<file path="config.mk">
export PLATFORM = sky130hd
export DESIGN_NAME = mac_pipe
export DESIGN_NICKNAME = d
export VERILOG_FILES = /design/src/rtl/mac_pipe.sv
export SDC_FILE = /design/constraint.sdc
export NUM_CORES = 1
export LEC_CHECK = 0
export ABC_AREA = 1
export ABC_CLOCK_PERIOD_IN_PS = 4950
export BUFFER_PORTS_ARGS = -buffer_cell sky130_fd_sc_hd__buf_2
export CAP_MARGIN = 20
export CORE_AREA = 2 2 124 174
export DETAILED_ROUTE_END_ITERATION = 10
export DIE_AREA = 0 0 126 176
export GPL_TIMING_DRIVEN = 1
export PLACE_DENSITY = 0.66
export SLEW_MARGIN = 20
export SYNTH_ARGS = -nofsm -noshare
export SYNTH_HDL_FRONTEND = slang
export SYNTH_SLANG_ARGS = --single-unit
</file>
<file path="constraint.sdc">
create_clock -name clk -period 4.95 [get_ports clk]
set_clock_uncertainty 0.05 [all_clocks]
set_input_delay 1.2375 -clock clk [delete_from_list [all_inputs] [get_ports clk]]
set_output_delay 1.2375 -clock clk [all_outputs]
set_load 0.01 [all_outputs]
</file>
<file path="src/rtl/mac_pipe.sv">
// mac_pipe: three-stage multiply-accumulate pipeline with valid/ready handshakes.
// S1 captures the operands, S2 holds the product, S3 holds the saturated result
// and owns the running accumulator. One global stall freezes every stage.
module mac_pipe #(
    parameter int WIDTH = 8,
    parameter int GUARD = 4
) (
    input  logic                       clk,
    input  logic                       reset,
    input  logic                       in_valid,
    output logic                       in_ready,
    input  logic [WIDTH-1:0]           a,
    input  logic [WIDTH-1:0]           b,
    input  logic [WIDTH-1:0]           c,
    input  logic                       mode,
    input  logic                       acc_load,
    output logic                       out_valid,
    input  logic                       out_ready,
    output logic [2*WIDTH+GUARD-1:0]   data_out,
    output logic                       ovf
);

    localparam int OUT_W  = 2*WIDTH + GUARD;
    localparam int PROD_W = 2*WIDTH;

    // Clamp a sum that spilled into bit OUT_W to all ones. The top bit of the
    // returned vector is the overflow flag, the remaining bits the result.
    // The widest sum (accumulator + product) always fits in OUT_W+1 bits, so
    // that single carry bit is enough to detect saturation.
    function automatic logic [OUT_W:0] saturate(input logic [OUT_W:0] sum);
        logic [OUT_W:0] res;
        if (sum[OUT_W]) begin
            res = {1'b1, {OUT_W{1'b1}}};
        end else begin
            res = {1'b0, sum[OUT_W-1:0]};
        end
        return res;
    endfunction

    // Stage 1 registers
    logic              s1_valid_r;
    logic [WIDTH-1:0]  s1_a_r;
    logic [WIDTH-1:0]  s1_b_r;
    logic [WIDTH-1:0]  s1_c_r;
    logic              s1_mode_r;
    logic              s1_load_r;

    // Stage 2 registers
    logic              s2_valid_r;
    logic [PROD_W-1:0] s2_prod_r;
    logic [WIDTH-1:0]  s2_c_r;
    logic              s2_mode_r;
    logic              s2_load_r;

    // Stage 3 registers (drive the outputs directly)
    logic              s3_valid_r;
    logic [OUT_W-1:0]  s3_data_r;
    logic              s3_ovf_r;
    logic [OUT_W-1:0]  acc_r;

    // Combinational helpers
    logic              stall_s;
    logic [OUT_W:0]    sum_s;
    logic [OUT_W:0]    sat_s;

    // The whole pipe freezes while a result is waiting on downstream.
    assign stall_s  = s3_valid_r && !out_ready;
    assign in_ready = !stall_s;

    assign out_valid = s3_valid_r;
    assign data_out  = s3_data_r;
    assign ovf       = s3_ovf_r;

    // Stage 1: capture the offered beat; bubbles keep the old operands.
    always_ff @(posedge clk) begin
        if (reset) begin
            s1_valid_r <= 1'b0;
            s1_a_r     <= {WIDTH{1'b0}};
            s1_b_r     <= {WIDTH{1'b0}};
            s1_c_r     <= {WIDTH{1'b0}};
            s1_mode_r  <= 1'b0;
            s1_load_r  <= 1'b0;
        end else if (!stall_s) begin
            s1_valid_r <= in_valid;
            if (in_valid) begin
                s1_a_r    <= a;
                s1_b_r    <= b;
                s1_c_r    <= c;
                s1_mode_r <= mode;
                s1_load_r <= acc_load;
            end else begin
                s1_a_r    <= s1_a_r;
                s1_b_r    <= s1_b_r;
                s1_c_r    <= s1_c_r;
                s1_mode_r <= s1_mode_r;
                s1_load_r <= s1_load_r;
            end
        end else begin
            s1_valid_r <= s1_valid_r;
        end
    end

    // Stage 2: form the full-width product and forward the addend and controls.
    always_ff @(posedge clk) begin
        if (reset) begin
            s2_valid_r <= 1'b0;
            s2_prod_r  <= {PROD_W{1'b0}};
            s2_c_r     <= {WIDTH{1'b0}};
            s2_mode_r  <= 1'b0;
            s2_load_r  <= 1'b0;
        end else if (!stall_s) begin
            s2_valid_r <= s1_valid_r;
            if (s1_valid_r) begin
                s2_prod_r <= PROD_W'(s1_a_r) * PROD_W'(s1_b_r);
                s2_c_r    <= s1_c_r;
                s2_mode_r <= s1_mode_r;
                s2_load_r <= s1_load_r;
            end else begin
                s2_prod_r <= s2_prod_r;
                s2_c_r    <= s2_c_r;
                s2_mode_r <= s2_mode_r;
                s2_load_r <= s2_load_r;
            end
        end else begin
            s2_valid_r <= s2_valid_r;
        end
    end

    // Select the addend: accumulate beats add the running total, all others add c.
    always_comb begin
        sum_s = {(OUT_W+1){1'b0}};
        if (s2_mode_r && !s2_load_r) begin
            sum_s = {1'b0, acc_r} + {{(OUT_W+1-PROD_W){1'b0}}, s2_prod_r};
        end else begin
            sum_s = {{(OUT_W+1-PROD_W){1'b0}}, s2_prod_r}
                  + {{(OUT_W+1-WIDTH){1'b0}}, s2_c_r};
        end
        sat_s = saturate(sum_s);
    end

    // Stage 3: register the saturated result; accumulate beats also update the
    // accumulator on the same edge, so the next accumulate beat sees it at once.
    always_ff @(posedge clk) begin
        if (reset) begin
            s3_valid_r <= 1'b0;
            s3_data_r  <= {OUT_W{1'b0}};
            s3_ovf_r   <= 1'b0;
            acc_r      <= {OUT_W{1'b0}};
        end else if (!stall_s) begin
            s3_valid_r <= s2_valid_r;
            if (s2_valid_r) begin
                s3_data_r <= sat_s[OUT_W-1:0];
                s3_ovf_r  <= sat_s[OUT_W];
                if (s2_mode_r) begin
                    acc_r <= sat_s[OUT_W-1:0];
                end else begin
                    acc_r <= acc_r;
                end
            end else begin
                s3_data_r <= s3_data_r;
                s3_ovf_r  <= s3_ovf_r;
                acc_r     <= acc_r;
            end
        end else begin
            s3_valid_r <= s3_valid_r;
            s3_data_r  <= s3_data_r;
            s3_ovf_r   <= s3_ovf_r;
            acc_r      <= acc_r;
        end
    end

endmodule

</file>
==> impl_metrics.ini, run 1 <==
[outcome]
status = finished, final reports clean

[setup_path]
rr_startpoint = s1_b_r[7]
crit_type = flop to flop
worstSetupStartpoint = s1_b_r[7]
r2r_cells = 16
rrSetupSlack_ns = 0.70
worstSetupEndpoint = s2_prod_r[13]
r2r-end = s2_prod_r[13]
worst_setup_path_end_kind = flop
startpoint_type = flop
cp_max_fo = 9
cp_data_required_time_ns = 5.15
worstPathArrival_ns = 4.45

[finish]
fin_cells = 1461
layout-drive-gt1-share = 0.104
layout_common_cells = nand2_1, inv_1, nor2_1
layout.nets = 1328
final_common_cell = nand2_1
area_growth_pct = 8.76
antennaDiodeCount = 0
fill_cells = 2217
postLayoutCellArea_sq_mm = 0.00862

[synthesis]
synth_cells = 1175
async_flop_share = 0
netlist_area_sq_mm = 0.00793
ys.flop_type = dfxtp_1
yosys.cell_types.count = 42
ys_ff_latch = 96
synth_area_per_cell_sq_um = 6.74
ys_top_cells_by_area = dfxtp_1, nand2_1, inv_1
synth_area_leader_cell = dfxtp_1
synth_top_area_frac = 0.243
ys_warn_count = 0
yosysSeqAreaShare = 0.243
synth_edf_count = 0
synth_fp_nets = 1303

[sta]
finalSetupViolations = 0
max_freq_mhz = 235
whs_ns = 0.417
slew_viol_final = 0
hold_violations = 0
tightest_slew_ns = 0.689
final.min_clock_period_ns = 4.25
setup_tns_ns = 0
min_period_over_period = 0.858
relSlewSlack = 0.540
grt_setup_unrepaired = false

[detailed_routing]
wl_met2_um = 10500
drt_iter0_markers = 365
dr.max_layer_used = met4
via_per_inst = 4.92
dr_wl_met3_um = 563
dr_total_vias = 7183
wl_um = 20000
ant_nets = 0
routedWlPerCell_um = 13.7
wl_met1_um = 8130
drt_first_pass_iters = 5
remaining_drc_errors = 0

[global_routing]
antenna_found_initial = 0
grt_pass1_vias = 6918
grt_pass1_wl_um = 32900
grt_start_max_net_pins = 40
gr-total-overflow = 0
grt_use_total = 0.183

[placement]
placed_area_sq_mm = 0.00834
dp_hpwl_um = 16000
port_buffers = 52
place_congestion = 0.967
dp_cells = 1445

[power]
vdd.ir_drop.worst_mv = 0.160
p_leak_nw = 4.85
pwr_density_cell_mw_per_mm2 = 230
fin_total_pwr_mw = 1.99

[clocking]
clk_latency_ns = 0.36
cts_tree = yes
cts_setup_buffers = 0
clock-sinks = 96
holdBufCountCts = 0
cts.reportedPaths.clkPinSlew_ns = 0.07
cts_root_buf = clkbuf_16
cts_buffer_depth = 2
htree_num_levels = 3
ctsResizeCount = 0
cts_buffers = 9

[floorplanning]
die_x_um = 126
io_pins = 53
dieArea_sq_mm = 0.0222
core_area_sq_mm = 0.0205
die_y_um = 176
num_rows = 62
start_util = 0.387

[run]
cap_violations = 0

[worst_hold_path]
hold_path_class = flop to flop
## per-layer routing
layer  up-vias  global-route usage
li1       3704                   -
met1      3289               0.207
met2       150               0.343
met3        40              0.0194
met4         0              0.0806
met5         -                   0
## worst min-delay path by stage
stage	start	endpoint	slack [ns]	cells past startpoint
floorplan	s2_valid_r	s2_valid_r	0.39	2
global placement	s1_valid_r	s1_valid_r	0.40	2
detailed placement	s1_valid_r	s1_valid_r	0.41	2
CTS	s1_valid_r	s1_valid_r	0.42	2
global route	s1_valid_r	s1_valid_r	0.45	2
finish	s1_valid_r	s1_valid_r	0.42	2
## sequential cells by signal, summed over array words and instances, names as in the netlist
register	cells
s2_prod_r	16
s1_c_r	8
s1_mode_r	1
out_valid	1
ovf	1
data_out	20
s2_mode_r	1
s1_a_r	8
s2_load_r	1
s1_b_r	8
s1_load_r	1
acc_r	20
s2_valid_r	1
s1_valid_r	1
s2_c_r	8
## report_power, final
| part | leakage [nW] | switching, mW | internal [mW] | total (mW) |
|---|---|---|---|---|
| Combinational | 3.93 | 0.266 | 0.159 | 0.425 |
| Sequential | 0.788 | 0.0507 | 0.816 | 0.867 |
| Clock | 0.139 | 0.343 | 0.351 | 0.695 |
## critical path, stage by stage (launching register included)
cell	delay [ns]
dfxtp_1	0.49
nand2_1	0.13
fa_1	0.52
fa_1	0.54
inv_1	0.05
fa_1	0.52
inv_1	0.05
fa_1	0.52
inv_1	0.04
ha_1	0.35
nand2_1	0.12
o21ai_0	0.30
nand2_1	0.12
nand4_1	0.09
nand3_1	0.08
o211ai_1	0.11
inv_1	0.06
## kinds of logic after synthesis
logic type / Yosys count / synth area share
AND/OR/NAND/NOR: 523 / 0.289
flip-flops: 96 / 0.243
adder cells (fa/ha/maj): 98 / 0.191
buffers and inverters: 267 / 0.134
XOR/XNOR: 13 / 0.0144
AO/OA/AOI/OAI: 178 / 0.130
## cell type report
cell class | instances | area (sq um) | share of cell area
clock inverters | 7 | 58.8 | 0.00682
flip-flops and latches | 96 | 1920 | 0.223
multi-input cells | 812 | 4940 | 0.574
inverters | 221 | 830 | 0.0962
repair buffers | 60 | 320 | 0.0372
well taps | 256 | 320 | 0.0372
clock buffers | 9 | 225 | 0.0261
## per-stage QoR
| step | utilization | worst slack [ns] |
|---|---|---|
| finish | 0.421 | 0.703 |
| global route | 0.421 | 0.427 |
| CTS | 0.421 | 0.731 |
| detailed placement | 0.407 | 0.735 |
| global placement | 0.407 | 0.810 |
| floorplan | - | 0.932 |
## cells in the mapped netlist (2+ instances only)
cell type / count
a21boi_0: 2
a21oi_1: 58
buf_2: 5
buf_6: 2
clkbuf_1: 36
clkbuf_8: 2
dfxtp_1: 96
fa_1: 38
ha_1: 60
inv_1: 214
inv_2: 6
nand2_1: 246
nand2_2: 6
nand2_4: 3
nand3_1: 72
nand3_2: 4
nand3_4: 4
nand3b_1: 4
nand4_1: 9
nor2_1: 154
nor2_2: 3
nor2_4: 4
nor3_1: 8
o211ai_1: 2
o211ai_4: 2
o21a_1: 9
o21ai_0: 84
o21ai_1: 6
o21ai_2: 5
o21bai_1: 2
o21bai_2: 5
or2_2: 3
xnor2_1: 5
xor2_1: 8
Note: power is estimated with default switching activity, not from simulation.
==> inputs of run 2 (changes only) <==
ABC_CLOCK_PERIOD_IN_PS = 4000   (was 4950)
CTS_BUF_LIST = sky130_fd_sc_hd__clkbuf_16   (was unset)
clock period = 4 ns   (was 4.95 ns; I/O delays follow)
==> run 2 against run 1 <==
  * First-iteration DRC count is 4.7% lower
  * Register-to-register slack got worse by 0.56 ns
  * Utilization rose by 2.5 points
  * Sequential power is 23% higher
  * Via count rose by 0.60%
  * Sequential share of layout area down 0.89 points
  * Power is 30% higher
  * Critical endpoint is now s2_prod_r[10]
  * Largest power group unchanged
==> impl_metrics.ini, run 2 (synthesized netlist as in run 1, its figures left out) <==
[outcome]
status = finished, final reports clean

[global_routing]
use_met1 = 0.202
grt_pass1_wl_um = 33900
grtUsageMet3 = 0.0267
met2_usage = 0.364
grt_pass1_vias = 7238
grt_busiest_layer = met2
gr-total-overflow = 0
grt_start_max_net_pins = 64
grt_use_total = 0.189
antenna_found_initial = 0

[clocking]
cts_buffers = 9
holdBufCountCts = 0
cts_buffer_depth = 2
cts.reportedPaths.clkPinSlew_ns = 0.07
clock-sinks = 96
cts_root_buf = clkbuf_16
clk_latency_ns = 0.35
cts_tree = yes
htree_num_levels = 3

[setup_path]
cp_max_fo = 5
critical_path_cell_count = 15
worst_setup_path_end_kind = flop
slowest_delay_ns = 0.55
r2r-end = s2_prod_r[10]
rrSetupSlack_ns = 0.14
critPathSlowestCell = fa_1
worstSetupStartpoint = s1_a_r[5]
crit_type = flop to flop
r2r_cells = 15
path_cells = nand2_1 -> inv_1 -> fa_1 -> inv_1 -> fa_1 -> fa_1 -> inv_1 -> fa_2 -> ha_4 -> nand2_2 -> nor2_2 -> a21oi_2 -> xnor2_1 -> o21ai_0 -> inv_1
cp_data_required_time_ns = 4.20
startpoint_type = flop
rr_startpoint = s1_a_r[5]
cp.buffers_inverters = 4
crit_path_frequent_cell = inv_1
crit_family = adder cells
worstSetupEndpoint = s2_prod_r[10]
worstPathArrival_ns = 4.05

[floorplanning]
die_x_um = 126
io_pins = 53
dieArea_sq_mm = 0.0222
num_rows = 62
die_y_um = 176
core_area_sq_mm = 0.0205
start_util = 0.387

[sta]
final.min_clock_period_ns = 3.86
min_period_over_period = 0.964
whs_ns = 0.414
slew_viol_final = 0
max_freq_mhz = 259
hold_violations = 0
setup_slack_ns = 0.144
tightest_slew_ns = 0.695
finalSetupViolations = 0
relSlewSlack = 0.536
setup_tns_ns = 0

[detailed_routing]
ant_nets = 0
routedWlPerCell_um = 13.8
via_per_inst = 4.84
dr_total_vias = 7226
remaining_drc_errors = 0
drt_iter0_markers = 348
drt_first_pass_iters = 4
wl_um = 20700

[power]
pwr_density_cell_mw_per_mm2 = 282
p_leak_nw = 5.06
vdd.ir_drop.worst_mv = 0.246
fin_total_pwr_mw = 2.58

[run]
cap_violations = 0

[placement]
dp_hpwl_um = 16600
dp_cells = 1476
port_buffers = 52
place_congestion = 0.916
pre_cts_ws_ns = -0.0848

[finish]
layout_common_cells = nand2_1, inv_1, nor2_1
layout-drive-gt1-share = 0.166
fill_cells = 2186
final_common_cell = nand2_1
area_growth_pct = 15.3
fin_cells = 1493
antennaDiodeCount = 0
layout.nets = 1360

[worst_hold_path]
hold_path_depth = 2
hold_path_class = flop to flop
## run 2: cell count changes in the layout (fill, tap and decap cells not counted), sizes merged
cell,before,now
clkinv,2,5
buf,60,92
inv,225,223
clkinvlp,1,0
## run 2: how the worst min path moves through the flow
stage,from,to,slack [ns]
final,s2_valid_r,s2_valid_r,0.41
after global placement,s1_valid_r,s1_valid_r,0.40
after global routing,s2_valid_r,s2_valid_r,0.45
after detailed placement,s2_valid_r,s2_valid_r,0.40
after CTS,s2_valid_r,s2_valid_r,0.42
after floorplan,s2_valid_r,s2_valid_r,0.39
## run 2: worst min-delay path: cells and delay by family (launching register included)
kind,cells,cell delay [ns]
flip-flops,1,0.31
AND/OR/NAND/NOR,1,0.06
AO/OA/AOI/OAI,1,0.05
## run 2: area by class of cell
cell class | count | area [sq um] | area share
clock inverter | 7 | 66.3 | 0.00726
sequential | 96 | 1960 | 0.214
timing repair buffer | 92 | 573 | 0.0627
inverter | 221 | 830 | 0.0908
multi-input combinational | 812 | 5170 | 0.566
tap | 256 | 320 | 0.0350
clock buffer | 9 | 225 | 0.0246
## run 2: layer usage
metal,share of wire,vias to the layer above
met5,0,-
met4,0.043,0
met3,0.025,45
met2,0.53,115
met1,0.40,3298
li1,-,3768
## run 2: per-stage QoR
step,util,instance area [sq um]
6_report,0.446,9140
5_1_grt,0.446,9140
4_1_cts,0.434,8890
3_5_place_dp,0.419,8580
3_3_place_gp,0.419,8580
2_1_floorplan,-,7930
## run 2: timing repair
item                                    CTS  global route
gates resized for setup                  12            63
hold endpoints to repair                  0             0
gates cloned                              0             0
endpoints found under the setup margin    9             9
buffers inserted                          0             1
pin swaps                                 0            23
## run 2: power by group
group	switching [mW]	internal (mW)	total, mW	leakage, nW
combinational	0.388	0.270	0.658	4.12
sequential	0.0555	1.01	1.07	0.794
clock	0.422	0.437	0.858	0.143
total	0.865	1.72	2.58	5.06
